## config.mk

```make
export PLATFORM = sky130hd
export DESIGN_NAME = mod_n_seq_ctrl
export DESIGN_NICKNAME = d
export VERILOG_FILES = /design/src/rtl/mod_n_seq_ctrl.sv
export SDC_FILE = /design/constraint.sdc
export NUM_CORES = 1
export LEC_CHECK = 0
export ABC_AREA = 1
export CAP_MARGIN = 20
export CORE_MARGIN = 2
export CORE_UTILIZATION = 48
export DETAILED_ROUTE_END_ITERATION = 8
export PLACE_DENSITY = 0.78
export SYNTH_ARGS = -nofsm -noshare
export SYNTH_HDL_FRONTEND = slang
export SYNTH_SLANG_ARGS = --single-unit
```

## constraint.sdc

```tcl
create_clock -name clk -period 1.9 [get_ports clk]
set_clock_uncertainty 0.15 [all_clocks]
set_input_delay 0.285 -clock clk [delete_from_list [all_inputs] [get_ports clk]]
set_output_delay 0.285 -clock clk [all_outputs]
set_load 0.01 [all_outputs]
```

## src/rtl/mod_n_seq_ctrl.sv

```systemverilog
// Modulo-N run sequencer: counts 0..mod-1 for a commanded number of periods, then pulses done.
// Optional pause support is compiled in with the macro MOD_N_SEQ_CTRL_PAUSE_EN.
module mod_n_seq_ctrl #(
  parameter int WIDTH = 4,
  parameter int REPW  = 8
) (
  input  logic             clk,
  input  logic             rst,
  input  logic             cmd_valid,
  output logic             cmd_ready,
  input  logic [WIDTH-1:0] cmd_mod,
  input  logic [REPW-1:0]  cmd_reps,
  input  logic             abort,
  input  logic             pause,
  output logic [WIDTH-1:0] count,
  output logic             tc,
  output logic             busy,
  output logic             done,
  output logic [REPW-1:0]  rep_left
);

  typedef enum logic [1:0] {
    S_IDLE,
    S_RUN,
    S_PAUSE,
    S_DONE
  } state_t;

  localparam logic [WIDTH-1:0] CNT_ONE = {{(WIDTH-1){1'b0}}, 1'b1};
  localparam logic [REPW-1:0]  REP_ONE = {{(REPW-1){1'b0}}, 1'b1};

  state_t           r_state;
  state_t           w_state_next;
  logic [WIDTH-1:0] r_count;
  logic [WIDTH-1:0] w_count_next;
  logic [WIDTH-1:0] r_mod;
  logic [WIDTH-1:0] w_mod_next;
  logic [REPW-1:0]  r_rep;
  logic [REPW-1:0]  w_rep_next;
  logic [WIDTH-1:0] w_mod_m1;
  logic             w_last;
  logic             w_pause;

  // Modulus 0 naturally wraps to all-ones here, giving a full 2^WIDTH period.
  assign w_mod_m1 = r_mod - CNT_ONE;
  assign w_last   = (r_count == w_mod_m1);

`ifdef MOD_N_SEQ_CTRL_PAUSE_EN
  assign w_pause = pause;
`else
  logic w_pause_unused;
  assign w_pause_unused = pause;
  assign w_pause        = 1'b0;
`endif

  always_ff @(posedge clk) begin
    if (rst) begin
      r_state <= S_IDLE;
      r_count <= '0;
      r_mod   <= '0;
      r_rep   <= '0;
    end else begin
      r_state <= w_state_next;
      r_count <= w_count_next;
      r_mod   <= w_mod_next;
      r_rep   <= w_rep_next;
    end
  end

  // Leaving PAUSE performs the step that the pausing RUN cycle deferred, so a
  // pause taken on a terminal count still completes that period correctly.
  always_comb begin
    w_state_next = r_state;
    w_count_next = r_count;
    w_mod_next   = r_mod;
    w_rep_next   = r_rep;
    case (r_state)
      S_IDLE: begin
        if (cmd_valid) begin
          w_mod_next   = cmd_mod;
          w_rep_next   = cmd_reps;
          w_count_next = '0;
          w_state_next = (cmd_reps == '0) ? S_DONE : S_RUN;
        end
      end
      S_RUN, S_PAUSE: begin
        if (abort) begin
          w_state_next = S_IDLE;
          w_count_next = '0;
          w_rep_next   = '0;
        end else if (w_pause) begin
          w_state_next = S_PAUSE;
        end else if (w_last) begin
          w_count_next = '0;
          w_rep_next   = r_rep - REP_ONE;
          w_state_next = (r_rep == REP_ONE) ? S_DONE : S_RUN;
        end else begin
          w_count_next = r_count + CNT_ONE;
          w_state_next = S_RUN;
        end
      end
      S_DONE: begin
        w_state_next = S_IDLE;
      end
      default: begin
        w_state_next = S_IDLE;
      end
    endcase
  end

  assign cmd_ready = (r_state == S_IDLE) && !rst;
  assign tc        = !rst && (r_state == S_RUN) && w_last;
  assign busy      = !rst && ((r_state == S_RUN) || (r_state == S_PAUSE));
  assign done      = !rst && (r_state == S_DONE);
  assign count     = r_count;
  assign rep_left  = r_rep;

endmodule

```

==> impl_results.rst, run 1 <==
.. list-table::
   :header-rows: 1

   * - Metric
     - Value
   * - Leakage dissipation
     - 0.883 nW
   * - Startpoint types
     - flop
   * - Worst Max-Slew Pin Slew
     - 351 ps
   * - Violated checks
     - negative setup slack
   * - Most area-consuming cells after synthesis
     - sky130_fd_sc_hd__dfxtp_1, sky130_fd_sc_hd__nand2_1, sky130_fd_sc_hd__nor2_1
   * - Top cell type's share of synthesized area
     - 28.0%
   * - Layout area overhead
     - 46.7%
   * - Number of buffers created by CTS
     - 3
   * - ANT nets after route
     - 0
   * - Unrepaired setup endpoints after global routing
     - true
   * - Top-level port count
     - 33
   * - Achievable Freq
     - 493 MHz
   * - Hold Violations, Final
     - 0
   * - Estimated wirelength of the detail-placed design
     - 2590 um
   * - Final global-route overflow total
     - 0
   * - R2R cell count
     - 11
   * - Slowest stage delay, CP
     - 350 ps
   * - Most common cell in the netlist
     - sky130_fd_sc_hd__nand2_1
   * - CTS Hold Buffers Added
     - 0
   * - Sw Ratio
     - 37.7%
   * - Routed wire length per instance
     - 12.7 um
   * - Number of synthesized flops with an enable pin
     - 0
   * - Detailed-routing iteration count for the pre-antenna-repair pass
     - 4
   * - Clock sinks
     - 18
   * - Nature of the critical path endpoint
     - output port
   * - Synth unique cells
     - 27
   * - Critical path data required time
     - 1460 ps
   * - DRC violations left
     - 0
   * - Result of the run
     - finished with violations
   * - Total of fill cells in the finished design
     - 195
   * - CTS tree
     - built
   * - Maximum number of pins on one net before global-route repair
     - 16
   * - Share of the clock period used by the worst path
     - 107%
   * - Hold Path Depth
     - 2
   * - Clock Tree Root
     - sky130_fd_sc_hd__clkbuf_4
   * - Final setup viols
     - 3
   * - Number of buffer and inverter instances along the worst setup path
     - 2
   * - Core box area
     - 0.00250 mm2
   * - Ordered list of cells on the worst path
     - inv_2, ha_4, xor2_1, nand2_1, nor2_4, nand2_4, nor2_2, buf_2
   * - Die outline area
     - 0.00311 mm2
   * - Worst-path cell with the longest stage delay
     - sky130_fd_sc_hd__dfxtp_2
   * - Reg power frac
     - 36.1%
   * - DIE HEIGHT
     - 55.8 um
   * - Most used DFF post-synth
     - sky130_fd_sc_hd__dfxtp_1
   * - Mapped Cells
     - 196
   * - Worst reg2reg path endpoint
     - rep_left[2]
   * - Final antenna diode count
     - 0
   * - Finished layout cell area
     - 0.00189 mm2
   * - Count of buffers inserted at the top-level ports
     - 31
   * - YS warnings
     - 0
   * - Via density per instance
     - 5.26
   * - Fraction of synthesis flops using an asynchronous set or reset pin
     - 0%
   * - Global-route wire length before repair
     - 5720 um
   * - Relative contribution of combinational cells to total power
     - 44.0%
   * - Part of the Yosys area used for sequential elements
     - 28.0%
   * - Via count of the first global-routing pass
     - 1385
   * - Min Tclk post-route
     - 2030 ps
   * - Total number of nets in the final design
     - 276
   * - Type of the worst min-delay path
     - flop to flop
   * - Violation count after the first detailed-routing iteration
     - 45
   * - Most area-hungry cell type in the Yosys netlist
     - sky130_fd_sc_hd__dfxtp_1
   * - Insertion delay to the later sink of the worst-skew pair
     - 300 ps
   * - Count of state elements after synthesis
     - 18
   * - Number of antenna violations at the first check in global routing
     - 0
   * - Pwr per Cell Area
     - 660 mW/mm2
   * - Share of cells above drive strength 1
     - 23.1%
   * - Num rows
     - 18
   * - # H-tree levels
     - 1
   * - Largest fanout on the critical path
     - 2
   * - Final max-slew violation count
     - 0
   * - Worst path top cell family by delay
     - simple AND/OR/NAND/NOR gates
   * - Synthesized area
     - 0.00129 mm2
   * - Reg-to-reg setup timing slack
     - -10 ps
   * - Worst setup path class
     - flop to output port
   * - Worst R2R Start
     - r_mod[0]
   * - Longest Clk Path Bufs
     - 2
   * - WL final
     - 3570 um
   * - WHS Endpoint
     - r_mod[3]
   * - Clk network pwr share
     - 19.8%
   * - Horizontal die dimension
     - 55.8 um
   * - Largest voltage drop on the vdd net
     - 0.444 mV
   * - Worst slew margin relative to its limit
     - 76.4%
   * - Placement-stage cell area
     - 0.00174 mm2
   * - Total GRT Usage
     - 22.9%
   * - Top post-synthesis cells by count
     - sky130_fd_sc_hd__nand2_1, sky130_fd_sc_hd__nor2_1, sky130_fd_sc_hd__inv_1
   * - Cell Int Power
     - 0.000776 W
   * - Clock transition at the registers of the reported paths
     - 110 ps
   * - Reported max-cap violation count
     - 0
   * - Switch Pwr
     - 0.000470 W
   * - Initial Utilization
     - 51.5%
   * - Worst setup margin
     - -129 ps
   * - Vias post-DR
     - 1477
   * - Setup TNS Final
     - -145 ps
   * - Final estimated routing congestion in global placement
     - 0.889
   * - Start point of the worst min-delay path
     - r_mod[3]
   * - Syn Nets
     - 220
   * - Arrival time of data at the critical path endpoint
     - 1590 ps
   * - Syn avg cell area
     - 6.56 um2
-- power groups by stage --
stage	clock, W	sequential [W]	combinational [W]
after floorplan	0	0.000463	0.000293
after global placement	0	0.000455	0.000477
after detailed placement	0	0.000456	0.000489
after CTS	0.000255	0.000449	0.000502
after global routing	0.000265	0.000456	0.000606
final	0.000247	0.000450	0.000548
-- kinds of logic (layout without fill, tap and decap cells) --
| group | Yosys count | after routing | share of synthesized area (%) |
|---|---|---|---|
| AOI/OAI and AO/OA | 25 | 25 | 11.9 |
| xor gates and xnor gates | 3 | 3 | 2.04 |
| DFF | 18 | 18 | 28.0 |
| and+or+nand+nor | 115 | 116 | 42.3 |
| buffers and inverters | 28 | 82 | 8.95 |
| adders and majority gates | 7 | 7 | 6.81 |
-- metrics by stage --
| stage | hold slack (ps) | total power [W] | utilization (%) | std cells | setup WS, ps |
|---|---|---|---|---|---|
| floorplan | 204 | 0.000755 | - | 196 | 177 |
| global placement | 333 | 0.000932 | 69.8 | 272 | -234 |
| detailed placement | 343 | 0.000945 | 69.8 | 272 | -266 |
| CTS | 362 | 0.00121 | 72.2 | 278 | -148 |
| global route | 400 | 0.00133 | 75.5 | 281 | -262 |
| finish | 368 | 0.00125 | 75.5 | 281 | -129 |
-- repair_timing --
item | CTS | global route
buffers inserted | 2 | 2
pin swaps | 2 | 8
gates cloned | 0 | 1
resized for setup | 13 | 18
endpoints found under the setup margin | 4 | 11
-- area by class of cell --
class                      instances  area (um2)  share of cell area, %
inverter                          26         100                   5.31
tap                               30        37.5                   1.99
sequential                        18         364                   19.3
multi-input combinational        151         877                   46.5
timing repair buffer              52         472                   25.0
clock buffer                       4        36.3                   1.92
-- registers in the layout, summed over array words and instances, names as in the netlist --
register	flops
rep_left	8
count	4
r_mod	4
r_state	2
-- cells in the final DEF (no fill, tap or decap), types with 2 or more instances in the layout --
cell | synthesis | layout
sky130_fd_sc_hd__a21oi_1 | 11 | 11
sky130_fd_sc_hd__buf_4 | 0 | 19
sky130_fd_sc_hd__clkbuf_4 | 0 | 3
sky130_fd_sc_hd__clkdlybuf4s50_1 | 0 | 27
sky130_fd_sc_hd__dfxtp_1 | 18 | 15
sky130_fd_sc_hd__dfxtp_2 | 0 | 3
sky130_fd_sc_hd__dlygate4sd2_1 | 0 | 2
sky130_fd_sc_hd__ha_1 | 7 | 5
sky130_fd_sc_hd__ha_4 | 0 | 2
sky130_fd_sc_hd__inv_1 | 24 | 22
sky130_fd_sc_hd__inv_2 | 2 | 3
sky130_fd_sc_hd__nand2_1 | 49 | 45
sky130_fd_sc_hd__nand2_2 | 2 | 6
sky130_fd_sc_hd__nand2_4 | 1 | 2
sky130_fd_sc_hd__nand2_8 | 2 | 2
sky130_fd_sc_hd__nand3_1 | 13 | 13
sky130_fd_sc_hd__nand4_1 | 5 | 5
sky130_fd_sc_hd__nor2_1 | 33 | 27
sky130_fd_sc_hd__nor2_2 | 0 | 6
sky130_fd_sc_hd__nor3_1 | 5 | 4
sky130_fd_sc_hd__o21ai_0 | 10 | 9
sky130_fd_sc_hd__xor2_1 | 2 | 2
-- worst reg2reg max path, cell delays in order, from the launching register on --
cell	delay (ps)
sky130_fd_sc_hd__dfxtp_2	350
sky130_fd_sc_hd__inv_2	50
sky130_fd_sc_hd__ha_4	250
sky130_fd_sc_hd__xor2_1	140
sky130_fd_sc_hd__nand2_1	100
sky130_fd_sc_hd__nor2_4	150
sky130_fd_sc_hd__nand2_4	70
sky130_fd_sc_hd__buf_4	130
sky130_fd_sc_hd__buf_6	130
sky130_fd_sc_hd__a21oi_4	210
sky130_fd_sc_hd__nor2_1	70
sky130_fd_sc_hd__nor2_1	80
-- layer usage --
layer,vias to the layer above,GRT usage (%),routed length [um]
li1,738,-,-
met1,667,28.2,1520
met2,65,40.1,1780
met3,7,3.02,227
met4,0,8.71,54
met5,-,0,0
-- worst max path at each step --
| stage | start | to | slack (ps) | cells past startpoint |
|---|---|---|---|---|
| global placement | r_mod[0] | tc | -230 | 8 |
| global route | r_mod[0] | tc | -260 | 8 |
| finish | r_mod[0] | tc | -130 | 8 |
| CTS | r_mod[0] | tc | -150 | 8 |
| detailed placement | r_mod[0] | tc | -270 | 8 |
| floorplan | r_mod[0] | tc | 180 | 7 |
Note: power is estimated with default switching activity, not from simulation.
==> inputs of run 2 (changes only) <==
- CORE_MARGIN: 2 -> unset
==> run 2 against run 1 <==
The run still ends with negative setup slack left. Register-to-register slack gained 50 ps. Clock-buffer cell count is the same. Critical path depth is the same. Worst hold slack lost 1.4 ps. First-iteration DRC count grew 24%. Final cell count shrank 2.1%. Combinational power shrank 6.2%. Global-route usage grew 4.9 points. Worst setup slack lost 14 ps. Non-clock buffer count shrank 5.
==> impl_results.rst, run 2 (synthesis results as in run 1) <==
.. list-table::
   :header-rows: 1

   * - Metric
     - Value
   * - Startpoint types
     - flop
   * - Final estimated routing congestion in global placement
     - 0.865
   * - Die outline area
     - 0.00289 mm2
   * - Worst setup margin
     - -143 ps
   * - Number of antenna violations at the first check in global routing
     - 0
   * - WL final
     - 3660 um
   * - DIE HEIGHT
     - 53.8 um
   * - Final setup viols
     - 1
   * - Highest-count cells in the layout ignoring fill and taps
     - sky130_fd_sc_hd__nand2_1, sky130_fd_sc_hd__nor2_1, sky130_fd_sc_hd__clkdlybuf4s50_1
   * - Final antenna diode count
     - 0
   * - Most common cell after layout, fill and taps aside
     - sky130_fd_sc_hd__nand2_1
   * - Horizontal die dimension
     - 53.8 um
   * - Global-route wire length before repair
     - 5710 um
   * - Total number of nets in the final design
     - 270
   * - Initial Utilization
     - 51.5%
   * - Arrival time of data at the critical path endpoint
     - 1610 ps
   * - Clk network pwr share
     - 20.3%
   * - Number of buffers created by CTS
     - 3
   * - Core box area
     - 0.00250 mm2
   * - WHS Endpoint
     - r_mod[3]
   * - Result of the run
     - finished with violations
   * - Worst setup path class
     - flop to output port
   * - Reg-to-reg setup timing slack
     - 40 ps
   * - ANT nets after route
     - 0
   * - Violated checks
     - negative setup slack
   * - R2R cell count
     - 11
   * - CTS tree
     - built
   * - Highest metal layer with signal wires
     - met4
   * - Detailed-routing iteration count for the pre-antenna-repair pass
     - 4
   * - Type of the worst min-delay path
     - flop to flop
   * - Clock Tree Root
     - sky130_fd_sc_hd__clkbuf_4
   * - Switch Pwr
     - 0.000454 W
   * - Inst Count DP
     - 270
   * - Start point of the worst min-delay path
     - r_mod[3]
   * - Worst Max-Slew Pin Slew
     - 377 ps
   * - Nature of the critical path endpoint
     - output port
   * - Number of standard cells in the layout, taps in and fillers out
     - 275
   * - Share of the clock period used by the worst path
     - 108%
   * - Relative contribution of combinational cells to total power
     - 42.4%
   * - Worst R2R Start
     - r_mod[0]
   * - Total power
     - 0.00121 W
   * - Wire length on met2
     - 1860 um
   * - # H-tree levels
     - 1
   * - Critical path data required time
     - 1460 ps
   * - Worst reg2reg path endpoint
     - rep_left[7]
   * - Top-level port count
     - 33
   * - Routed length on met1
     - 1520 um
   * - Total GRT Usage
     - 27.8%
   * - Violation count after the first detailed-routing iteration
     - 56
   * - Longest Clk Path Bufs
     - 2
   * - Achievable Freq
     - 489 MHz
   * - Vias post-DR
     - 1446
   * - Hold Path Depth
     - 2
   * - Layout area overhead
     - 39.4%
   * - Final global-route overflow total
     - 0
   * - Count of buffers inserted at the top-level ports
     - 31
   * - Min Tclk post-route
     - 2040 ps
   * - Num rows
     - 18
   * - Pwr per Cell Area
     - 676 mW/mm2
   * - Via density per instance
     - 5.26
   * - Share of cells above drive strength 1
     - 18.0%
   * - Routed wire length per instance
     - 13.3 um
   * - Estimated wirelength of the detail-placed design
     - 2760 um
   * - Final max-slew violation count
     - 0
   * - Reg power frac
     - 37.3%
   * - Reported max-cap violation count
     - 0
   * - Worst slew margin relative to its limit
     - 74.6%
   * - Max reg flops
     - 8
   * - Post-Route Hold Slack
     - 367 ps
   * - DRC violations left
     - 0
   * - Insertion delay to the later sink of the worst-skew pair
     - 300 ps
   * - Largest voltage drop on the vdd net
     - 0.460 mV
   * - Via count of the first global-routing pass
     - 1335
   * - Sw Ratio
     - 37.5%
   * - Leakage dissipation
     - 0.854 nW
   * - Clock sinks
     - 18
   * - Clock transition at the registers of the reported paths
     - 110 ps
   * - Hold Violations, Final
     - 0
   * - Unrepaired setup endpoints after global routing
     - true
   * - Worst setup slack after placement
     - -266 ps
   * - Cell Int Power
     - 0.000758 W
   * - Met3 Routed Length
     - 236 um
   * - Largest fanout on the critical path
     - 2
   * - Maximum number of pins on one net before global-route repair
     - 16
==> run 2: how the worst max path moves through the flow <==
| stage | from | end | slack, ps | cells after the start |
|---|---|---|---|---|
| after CTS | r_mod[0] | tc | -110 | 8 |
| after floorplan | r_mod[0] | tc | 180 | 7 |
| final | r_mod[0] | tc | -140 | 8 |
| after global placement | r_mod[0] | tc | -230 | 8 |
| after detailed placement | r_mod[0] | tc | -270 | 8 |
| after global routing | r_mod[0] | tc | -250 | 8 |
==> run 2: per-stage QoR <==
stage | utilization (%) | setup TNS [ps] | cell area (um2)
after CTS | 71.3 | -115 | 1780
after detailed placement | 69.7 | -525 | 1740
final | 71.7 | -143 | 1790
after floorplan | - | 0 | 1290
after global routing | 71.7 | -616 | 1790
after global placement | 69.7 | -409 | 1740
==> run 2: routing by layer <==
| metal | global-route usage (%) | up-vias |
|---|---|---|
| met4 | 9.21 | 0 |
| met1 | 31.7 | 659 |
| met2 | 51.6 | 57 |
| li1 | - | 723 |
| met5 | 0 | - |
| met3 | 4.24 | 7 |
==> run 2: power by group through the flow <==
stage	Combinational [W]	Clock, W	Sequential, W
global placement	0.000478	0	0.000455
detailed placement	0.000495	0	0.000458
floorplan	0.000293	0	0.000463
global route	0.000572	0.000260	0.000457
CTS	0.000504	0.000252	0.000450
finish	0.000514	0.000246	0.000453
==> run 2: timing repair <==
action / in CTS / in global routing
hold buffers: 0 / 0
setup buffers: 0 / 1
setup endpoints to repair: 4 / 12
gates resized for setup: 10 / 8
pin swaps: 3 / 2
==> run 2: critical path, cell delays in order, from the launching register on <==
cell,delay (ps)
sky130_fd_sc_hd__dfxtp_2,370
sky130_fd_sc_hd__inv_2,50
sky130_fd_sc_hd__ha_4,260
sky130_fd_sc_hd__xor2_1,130
sky130_fd_sc_hd__nand2_1,100
sky130_fd_sc_hd__nor2_4,150
sky130_fd_sc_hd__nand2_4,60
sky130_fd_sc_hd__nor2_2,70
sky130_fd_sc_hd__buf_2,130
==> run 2: final cells by class <==
type,instances,area [um2]
multi-input combinational,150,826
clock buffer,4,36.3
inverter,26,97.6
tap,30,37.5
timing repair buffer,47,430
fill,233,707
sequential,18,365
==> inputs of run 3 (changes only) <==
- MAX_ROUTING_LAYER: unset -> met4
==> run 3 against run 2 <==
The flow still finishes with violations (negative setup slack). Flip-flop and latch count did not move. Final cell count rose by 2.5%. Clock power barely moved. Critical path depth did not move. Sequential power barely moved. Non-clock buffer count rose by 6. Die area did not move. Worst setup slack got worse by 8.5 ps.
==> impl_results.rst, run 3 (synthesis results as in run 1) <==
.. list-table::
   :header-rows: 1

   * - Metric
     - Value
   * - Number of buffers created by CTS
     - 3
   * - Via count of the first global-routing pass
     - 1365
   * - Clock Tree Root
     - sky130_fd_sc_hd__clkbuf_4
   * - Nature of the critical path endpoint
     - output port
   * - Result of the run
     - finished with violations
   * - Final global-route overflow total
     - 0
   * - Core box area
     - 0.00250 mm2
   * - Initial Utilization
     - 51.5%
   * - Layout area overhead
     - 46.6%
   * - Worst setup path class
     - flop to output port
   * - Worst Max-Slew Pin Slew
     - 383 ps
   * - Global-route wire length before repair
     - 5670 um
   * - Leakage dissipation
     - 0.888 nW
   * - Number of standard cells in the layout, taps in and fillers out
     - 282
   * - Critical path data required time
     - 1460 ps
   * - Die outline area
     - 0.00289 mm2
   * - Insertion delay to the later sink of the worst-skew pair
     - 310 ps
   * - Cell Int Power
     - 0.000774 W
   * - Total GRT Usage
     - 28.4%
   * - Relative contribution of combinational cells to total power
     - 43.5%
   * - R2R cell count
     - 13
   * - Maximum number of pins on one net before global-route repair
     - 16
   * - Worst setup slack after placement
     - -275 ps
   * - Sw Ratio
     - 37.8%
   * - Max reg flops
     - 8
   * - Worst setup margin
     - -152 ps
   * - Hold Path Depth
     - 2
   * - Share of the clock period used by the worst path
     - 108%
   * - Hold Violations, Final
     - 0
   * - Switch Pwr
     - 0.000470 W
   * - Final estimated routing congestion in global placement
     - 0.876
   * - Share of cells above drive strength 1
     - 23.8%
   * - Largest fanout on the critical path
     - 2
   * - Achievable Freq
     - 487 MHz
   * - Violation count after the first detailed-routing iteration
     - 31
   * - Routed wire length per instance
     - 13.2 um
   * - Min Tclk post-route
     - 2050 ps
   * - CTS tree
     - built
   * - Unrepaired setup endpoints after global routing
     - true
   * - Total number of nets in the final design
     - 277
   * - Clock sinks
     - 18
   * - Top-level port count
     - 33
   * - # H-tree levels
     - 1
   * - Type of the worst min-delay path
     - flop to flop
   * - Highest-count cells in the layout ignoring fill and taps
     - sky130_fd_sc_hd__nand2_1, sky130_fd_sc_hd__nor2_1, sky130_fd_sc_hd__clkdlybuf4s50_1
   * - Inst Count DP
     - 271
   * - Longest Clk Path Bufs
     - 2
   * - Final setup viols
     - 10
   * - DRC violations left
     - 0
   * - WL final
     - 3720 um
   * - Post-Route Hold Slack
     - 367 ps
   * - Arrival time of data at the critical path endpoint
     - 1620 ps
   * - Clk network pwr share
     - 20.1%
   * - Startpoint types
     - flop
   * - Reg power frac
     - 36.4%
   * - Clock transition at the registers of the reported paths
     - 110 ps
   * - ANT nets after route
     - 0
   * - Reported max-cap violation count
     - 0
   * - Detailed-routing iteration count for the pre-antenna-repair pass
     - 4
   * - DIE HEIGHT
     - 53.8 um
   * - Estimated wirelength of the detail-placed design
     - 2710 um
   * - Violated checks
     - negative setup slack
   * - Final antenna diode count
     - 0
   * - Horizontal die dimension
     - 53.8 um
   * - Num rows
     - 18
   * - Total power
     - 0.00124 W
   * - Worst slew margin relative to its limit
     - 74.2%
   * - Final max-slew violation count
     - 0
   * - CTS Hold Buffers Added
     - 0
   * - Pwr per Cell Area
     - 659 mW/mm2
   * - Count of buffers inserted at the top-level ports
     - 31
   * - Largest voltage drop on the vdd net
     - 0.529 mV
   * - Number of antenna violations at the first check in global routing
     - 0
   * - Vias post-DR
     - 1457
   * - Via density per instance
     - 5.17
   * - Most common cell after layout, fill and taps aside
     - sky130_fd_sc_hd__nand2_1
## run 3: cell types whose count changed in the layout (fill, tap and decap cells not counted), sizes merged
cell / change
nand2: +1
buf: +6
## run 3: cell type report
type	instances	area, um2
Multi-Input combinational cell	151	878
Fill cell	202	614
Timing Repair Buffer	53	467
Sequential cell	18	367
Inverter	26	100
Tap cell	30	37.5
Clock buffer	4	36.3
## run 3: through the flow
stage	instance area [um2]	setup TNS, ps	utilization (%)
3_5_place_dp	1740	-538	69.5
3_3_place_gp	1740	-482	69.5
6_report	1890	-541	75.4
4_1_cts	1820	-156	72.9
2_1_floorplan	1290	0	-
5_1_grt	1890	-1760	75.4
## run 3: critical path, stage by stage (launching register included)
cell and delay [ps]:
sky130_fd_sc_hd__dfxtp_2 360, sky130_fd_sc_hd__inv_2 50, sky130_fd_sc_hd__ha_4 250, sky130_fd_sc_hd__xor2_1 150
sky130_fd_sc_hd__nand2_1 100, sky130_fd_sc_hd__nor2_4 150, sky130_fd_sc_hd__nand2_4 60, sky130_fd_sc_hd__nor2_2 70
sky130_fd_sc_hd__buf_2 130
## run 3: path summary, 6_finish.rpt
kind	end	slack (ps)	from
max	tc	-150	r_mod[0]
min	r_mod[2]	370	r_mod[2]
max reg2reg	rep_left[4]	-70	r_mod[0]
min reg2reg	r_mod[2]	370	r_mod[2]
## run 3: power groups by stage
stage	Combinational [W]	Sequential, W	Clock (W)
3_3_place_gp	0.000474	0.000455	0
6_report	0.000541	0.000453	0.000249
4_1_cts	0.000508	0.000450	0.000258
5_1_grt	0.000608	0.000458	0.000271
3_5_place_dp	0.000488	0.000457	0
2_1_floorplan	0.000293	0.000463	0
## run 3: per-layer routing
layer | GRT usage [%] | wire [um] | vias to the layer above
met5 | - | 0 | -
met4 | 11.4 | 75 | 0
met3 | 3.95 | 119 | 9
met2 | 47.7 | 1890 | 38
met1 | 33.6 | 1630 | 672
li1 | - | - | 738
## run 3: timing repair
| item | in CTS | in global routing |
|---|---|---|
| gates cloned | 0 | 1 |
| endpoints found under the setup margin | 4 | 13 |
| gates resized for setup | 16 | 15 |
| buffers inserted | 3 | 4 |
| pin swaps | 4 | 11 |
